### config.mk
export PLATFORM = sky130hd
export DESIGN_NAME = kb_fifo_info
export DESIGN_NICKNAME = d
export VERILOG_FILES = /design/src/rtl/kb_fifo_info.sv
export SDC_FILE = /design/constraint.sdc
export NUM_CORES = 1
export LEC_CHECK = 0
export BUFFER_PORTS_ARGS = -buffer_cell sky130_fd_sc_hd__buf_2
export CORE_UTILIZATION = 30
export DETAILED_ROUTE_END_ITERATION = 6
export GPL_ROUTABILITY_DRIVEN = 0
export SYNTH_ARGS = -nofsm -noshare
export SYNTH_HDL_FRONTEND = slang
export SYNTH_SLANG_ARGS = --single-unit
export TNS_END_PERCENT = 1
### constraint.sdc
create_clock -name clk -period 14.8 [get_ports clk]
set_input_delay 4.44 -clock clk [delete_from_list [all_inputs] [get_ports clk]]
set_output_delay 4.44 -clock clk [all_outputs]
set_load 0.005 [all_outputs]
### src/rtl/kb_fifo_info.sv
// Keyboard scancode FIFO for the KB_INFO region: pop-on-read DATA, STATUS,
// pulse-style CTRL and a saturating drop counter, plus a not-empty interrupt.
module kb_fifo_info #(
    parameter  int DATA_W = 32,
    parameter  int DEPTH  = 16,
    parameter  int DROP_W = 16,
    localparam int PTR_W  = $clog2(DEPTH)
) (
    input  logic              clk,
    input  logic              rst,
    input  logic [31:0]       cpu_addr,
    input  logic              cpu_re,
    output logic [31:0]       cpu_rddata,
    input  logic              cpu_we,
    input  logic [31:0]       cpu_wrdata,
    input  logic              kb_we,
    input  logic [DATA_W-1:0] kb_wrdata,
    output logic              kb_irq,
    output logic [PTR_W:0]    kb_count
);

    // Strobes are single-cycle and carry no handshake: kb_we is an
    // unconditional push offer (dropped when full), cpu_re at DATA pops at
    // the same edge the CPU samples cpu_rddata, and cpu_we acts on that edge.
    localparam logic [1:0] ADDR_DATA   = 2'd0;
    localparam logic [1:0] ADDR_STATUS = 2'd1;
    localparam logic [1:0] ADDR_CTRL   = 2'd2;
    localparam logic [1:0] ADDR_DROP   = 2'd3;

    logic [DATA_W-1:0] mem_q [DEPTH];
    logic [DATA_W-1:0] mem_d [DEPTH];
    logic [PTR_W-1:0]  wr_ptr_q, wr_ptr_d;
    logic [PTR_W-1:0]  rd_ptr_q, rd_ptr_d;
    logic [PTR_W:0]    count_q, count_d;
    logic              overflow_q, overflow_d;
    logic [DROP_W-1:0] drop_cnt_q, drop_cnt_d;

    logic [1:0] reg_sel;
    logic       empty, full;
    logic       pop_req, flush, clr;
    logic       pop_ok, push_ok, drop;

    assign reg_sel = cpu_addr[3:2];
    assign empty   = (count_q == '0);
    assign full    = (count_q == (PTR_W+1)'(DEPTH));
    assign pop_req = cpu_re && (reg_sel == ADDR_DATA);
    assign flush   = cpu_we && (reg_sel == ADDR_CTRL) && cpu_wrdata[0];
    assign clr     = cpu_we && (reg_sel == ADDR_CTRL) && cpu_wrdata[1];

    // A pop frees a slot in the same cycle, so push-while-full-with-pop succeeds.
    assign pop_ok  = pop_req && !empty && !flush;
    assign push_ok = kb_we && !flush && (!full || pop_ok);
    assign drop    = kb_we && !flush && full && !pop_ok;

    always_comb begin
        mem_d      = mem_q;
        wr_ptr_d   = wr_ptr_q;
        rd_ptr_d   = rd_ptr_q;
        count_d    = count_q;
        overflow_d = overflow_q;
        drop_cnt_d = drop_cnt_q;

        if (flush) begin
            rd_ptr_d = wr_ptr_q;
            count_d  = '0;
        end else begin
            if (push_ok) begin
                mem_d[wr_ptr_q] = kb_wrdata;
                wr_ptr_d        = wr_ptr_q + PTR_W'(1);
            end
            if (pop_ok) begin
                rd_ptr_d = rd_ptr_q + PTR_W'(1);
            end
            if (push_ok && !pop_ok) begin
                count_d = count_q + (PTR_W+1)'(1);
            end else if (pop_ok && !push_ok) begin
                count_d = count_q - (PTR_W+1)'(1);
            end
        end

        // Clear first so a same-cycle drop still registers afterwards.
        if (clr) begin
            overflow_d = 1'b0;
            drop_cnt_d = '0;
        end
        if (drop) begin
            overflow_d = 1'b1;
            if (drop_cnt_d != {DROP_W{1'b1}}) begin
                drop_cnt_d = drop_cnt_d + DROP_W'(1);
            end
        end
    end

    always_ff @(posedge clk) begin
        if (rst) begin
            wr_ptr_q   <= '0;
            rd_ptr_q   <= '0;
            count_q    <= '0;
            overflow_q <= 1'b0;
            drop_cnt_q <= '0;
        end else begin
            wr_ptr_q   <= wr_ptr_d;
            rd_ptr_q   <= rd_ptr_d;
            count_q    <= count_d;
            overflow_q <= overflow_d;
            drop_cnt_q <= drop_cnt_d;
        end
    end

    // Storage is not reset; empty reads are masked to zero instead.
    always_ff @(posedge clk) begin
        mem_q <= mem_d;
    end

    always_comb begin
        cpu_rddata = '0;
        case (reg_sel)
            ADDR_DATA: begin
                if (!empty) begin
                    cpu_rddata[DATA_W-1:0] = mem_q[rd_ptr_q];
                end
            end
            ADDR_STATUS: begin
                cpu_rddata[0]            = empty;
                cpu_rddata[1]            = full;
                cpu_rddata[2]            = overflow_q;
                cpu_rddata[8 +: PTR_W+1] = count_q;
            end
            ADDR_DROP: begin
                cpu_rddata[DROP_W-1:0] = drop_cnt_q;
            end
            default: cpu_rddata = '0;
        endcase
    end

    assign kb_irq   = !empty;
    assign kb_count = count_q;

    logic unused_bits;
    assign unused_bits = ^{cpu_addr[31:4], cpu_addr[1:0], cpu_wrdata[31:2]};

endmodule

==> impl_results.md <==
- Sequential-to-total area share from yosys stat: 74.4%
- Routed Antenna Nets: 0
- Yosys Warn Count: 0
- Port-buffer cells: 78
- Core ar.: 70400 um^2
- Hold Crit Depth: 2
- Vias in the first global route: 10900
- R2R Setup Slk: 11.53 ns
- Worst endpoint required time: 10.36 ns
- First-pass GRT wire length: 70800 um
- Clock share of power: 38.0%
- Area share of the largest cell type after synthesis: 71.6%
- Net count after synthesis: 1162
- Initial antenna violation count: 10
- Endpoints failing setup: 0
- Die Wd: 269 um
- Clock skew: 0.0247 ns
- Hold Buf Count CTS: 0
- Initial DRC Count: 1038
- Final Cycle Share: 76.4%
- Die ar.: 72600 um^2
- Flop pwr share: 50.6%
- Setup_tns: 0 ns
- Vias per cell: 4.93
- RSZ-0062 raised after global routing: false
- Commonest non-fill, non-tap cell in the layout: edfxtp_1
- Layout Nets: 1265
- DRC Markers: 0
- Max IR drop VDD: 0.0000914 V
- Pint: 2.66 mW
- Synthesized area per cell: 20.5 um^2
- Congestion Overflow GR: 0
- Crit Path Class: in2out
- Crit start category: input port
- Global-route usage over all layers: 13.1%
- CTS H-tree depth: 2
- CTS tree: built
- Number of synthesized register bits: 542
- R2r worst-path depth: 5
- Pre-CTS setup slack: 3.51 ns
- Worst skew pair latency: 0.61 ns
- Max cap viols: 0
- Area Overhead vs Synth: 15.5%
- Switching pwr: 824 uW
- Layout cells sized above 1: 30.5%
- Rows: 97
- TritonRoute pass-1 iters: 7
- Root buffer cell: clkbuf_16
- Routed WL: 47900 um
- DP HPWL: 26300 um
- Hold endpoint: overflow_q$_SDFFE_PP0P_
- Largest net degree at the start of global routing: 65
- Die height: 269 um
- Worst Hold Class: reg2reg
- Hold path startpoint: overflow_q$_SDFFE_PP0P_
- Fin crit period: 11.30 ns
- Starting Density: 30.5%
- Worst slew margin: 25.6%
- Setup ws final: 3.50 ns
- R2r startpoint: kb_count[0]$_SDFFE_PP0P_
- Final core occ: 35.2%
- Worst-path fanout max: 19
- Yosys top cell by area: edfxtp_1
- Max-slew violation count: 0
- CTS resizes: 0
- Synth Instances: 1045
- Io pins: 139
- Ranking of synthesized cells by area: edfxtp_1 72%, mux4_2 15%, dfxtp_1 2.8%
- Worst Setup End Kind: output pin
- Post-CTS Setup Bufs: 0
- Synth Flop Type: edfxtp_1
- Avg WL per Cell: 22.4 um
- Sw frac: 23.7%
- CTS Buf Count: 54
- Status: complete, no violations
- FF-to-FF End: mem_q[273]$_DFFE_PP_
- Post-synth EDFFs: 512
- Synth unique cells: 55
- Clk sinks: 542
- Clock transition at path regs: 0.06 ns
- Hold Fails Final Rpt: 0
- Cell area power density: 140 nW/um^2
- Combinational Power Share: 11.3%
- Leak: 7.71 nW
- FFs w/ async S/R, synth: 0%
- CP arrival: 6.86 ns
- Achievable frequency: 88.5 MHz
- Clock Tree Buf Depth: 3
- Least-Margin Pin Slew: 1.12 ns
- Synthesized area: 21500 um^2
- Most frequent cells in the layout: 512 x edfxtp_1, 144 x mux4_2, 78 x buf_2
- Vias: 10500
worst max path at each step:
| stage | startpoint | end | depth (start not counted) |
|---|---|---|---|
| 6_report | cpu_addr[2] | cpu_rddata[15] | 7 |
| 5_1_grt | cpu_addr[2] | cpu_rddata[15] | 7 |
| 4_1_cts | cpu_addr[2] | cpu_rddata[14] | 7 |
| 3_5_place_dp | cpu_addr[2] | cpu_rddata[14] | 7 |
| 3_3_place_gp | cpu_addr[2] | cpu_rddata[14] | 7 |
| 2_1_floorplan | cpu_addr[2] | cpu_rddata[13] | 7 |
synthesized netlist by cell type, types with 3 or more instances:
master,count
a21o_1,3
nand3_1,8
buf_2,8
nor3_1,10
o22ai_1,10
nand2b_1,6
nor2_1,53
mux4_2,144
o21ai_0,7
a211oi_1,5
clkbuf_1,33
dfxtp_1,30
and3_1,16
buf_6,7
a222oi_1,6
edfxtp_1,512
ha_1,15
buf_1,7
and2_1,3
nand2_1,45
nand4_1,5
a21oi_1,15
inv_1,7
a22o_1,16
a22oi_1,12
mux2_2,3
xor2_1,7
mux2i_1,6
or3_1,5
buf_4,3
xnor2_1,6
flip-flops by register name, summed over array words and instances, names as in the netlist:
register and flops:
mem_q 512, drop_cnt_q 16, kb_count 5, rd_ptr_q 4, overflow_q 1, wr_ptr_q 4
power by group through the flow:
stage               clock [mW]  combinational (mW)  sequential (mW)
floorplan                    0               0.275             1.78
global placement             0               0.392             1.79
detailed placement           0               0.399             1.80
CTS                       1.35               0.400             1.76
global route              1.41               0.426             1.77
finish                    1.32               0.393             1.76
kinds of logic (layout without fill, tap and decap cells):
kind of cell | after synthesis | after routing | synth area share (%)
flops | 542 | 542 | 74.4
simple gates | 166 | 166 | 3.81
xor+xnor | 13 | 13 | 0.531
compound gates | 90 | 90 | 3.22
other cells | 0 | 3 | 0
mux | 153 | 153 | 15.5
buf+inv | 65 | 213 | 1.48
fa+ha+maj | 16 | 16 | 0.968
per-layer routing:
layer	routed length, um	vias to the layer above	part of all wire [%]	global-route usage, %
li1	-	4557	-	-
met1	21400	5625	45	17.9
met2	22900	277	48	21.0
met3	2720	69	5.7	2.97
met4	841	10	1.8	3.75
met5	58	-	0.12	0
worst max-delay path: stages:
cell,delay [ns]
buf_2,0.11
inv_1,0.11
ha_1,0.91
and2_1,0.47
nand2b_1,0.30
o22ai_1,0.34
buf_2,0.18
cell type report:
type,instances,area (um^2)
Fill cell,6565,45600
Tap cell,940,1180
Timing Repair Buffer,105,593
Inverter,7,26.3
Sequential cell,542,16000
Antenna cell,3,7.51
Clock inverter,36,303
Multi-Input combinational cell,438,5280
Clock buffer,65,1410
per-stage QoR:
stage          cell area [um^2]  hold WS [ns]  power (mW)  std cells
2_1_floorplan             21500         0.436        2.05       1045
3_3_place_gp              23100         0.448        2.18       2032
3_5_place_dp              23100         0.469        2.19       2032
4_1_cts                   24800         0.478        3.52       2133
5_1_grt                   24800         0.518        3.60       2134
6_report                  24800         0.472        3.48       2136
No activity file was read; power rests on OpenSTA's default activity.
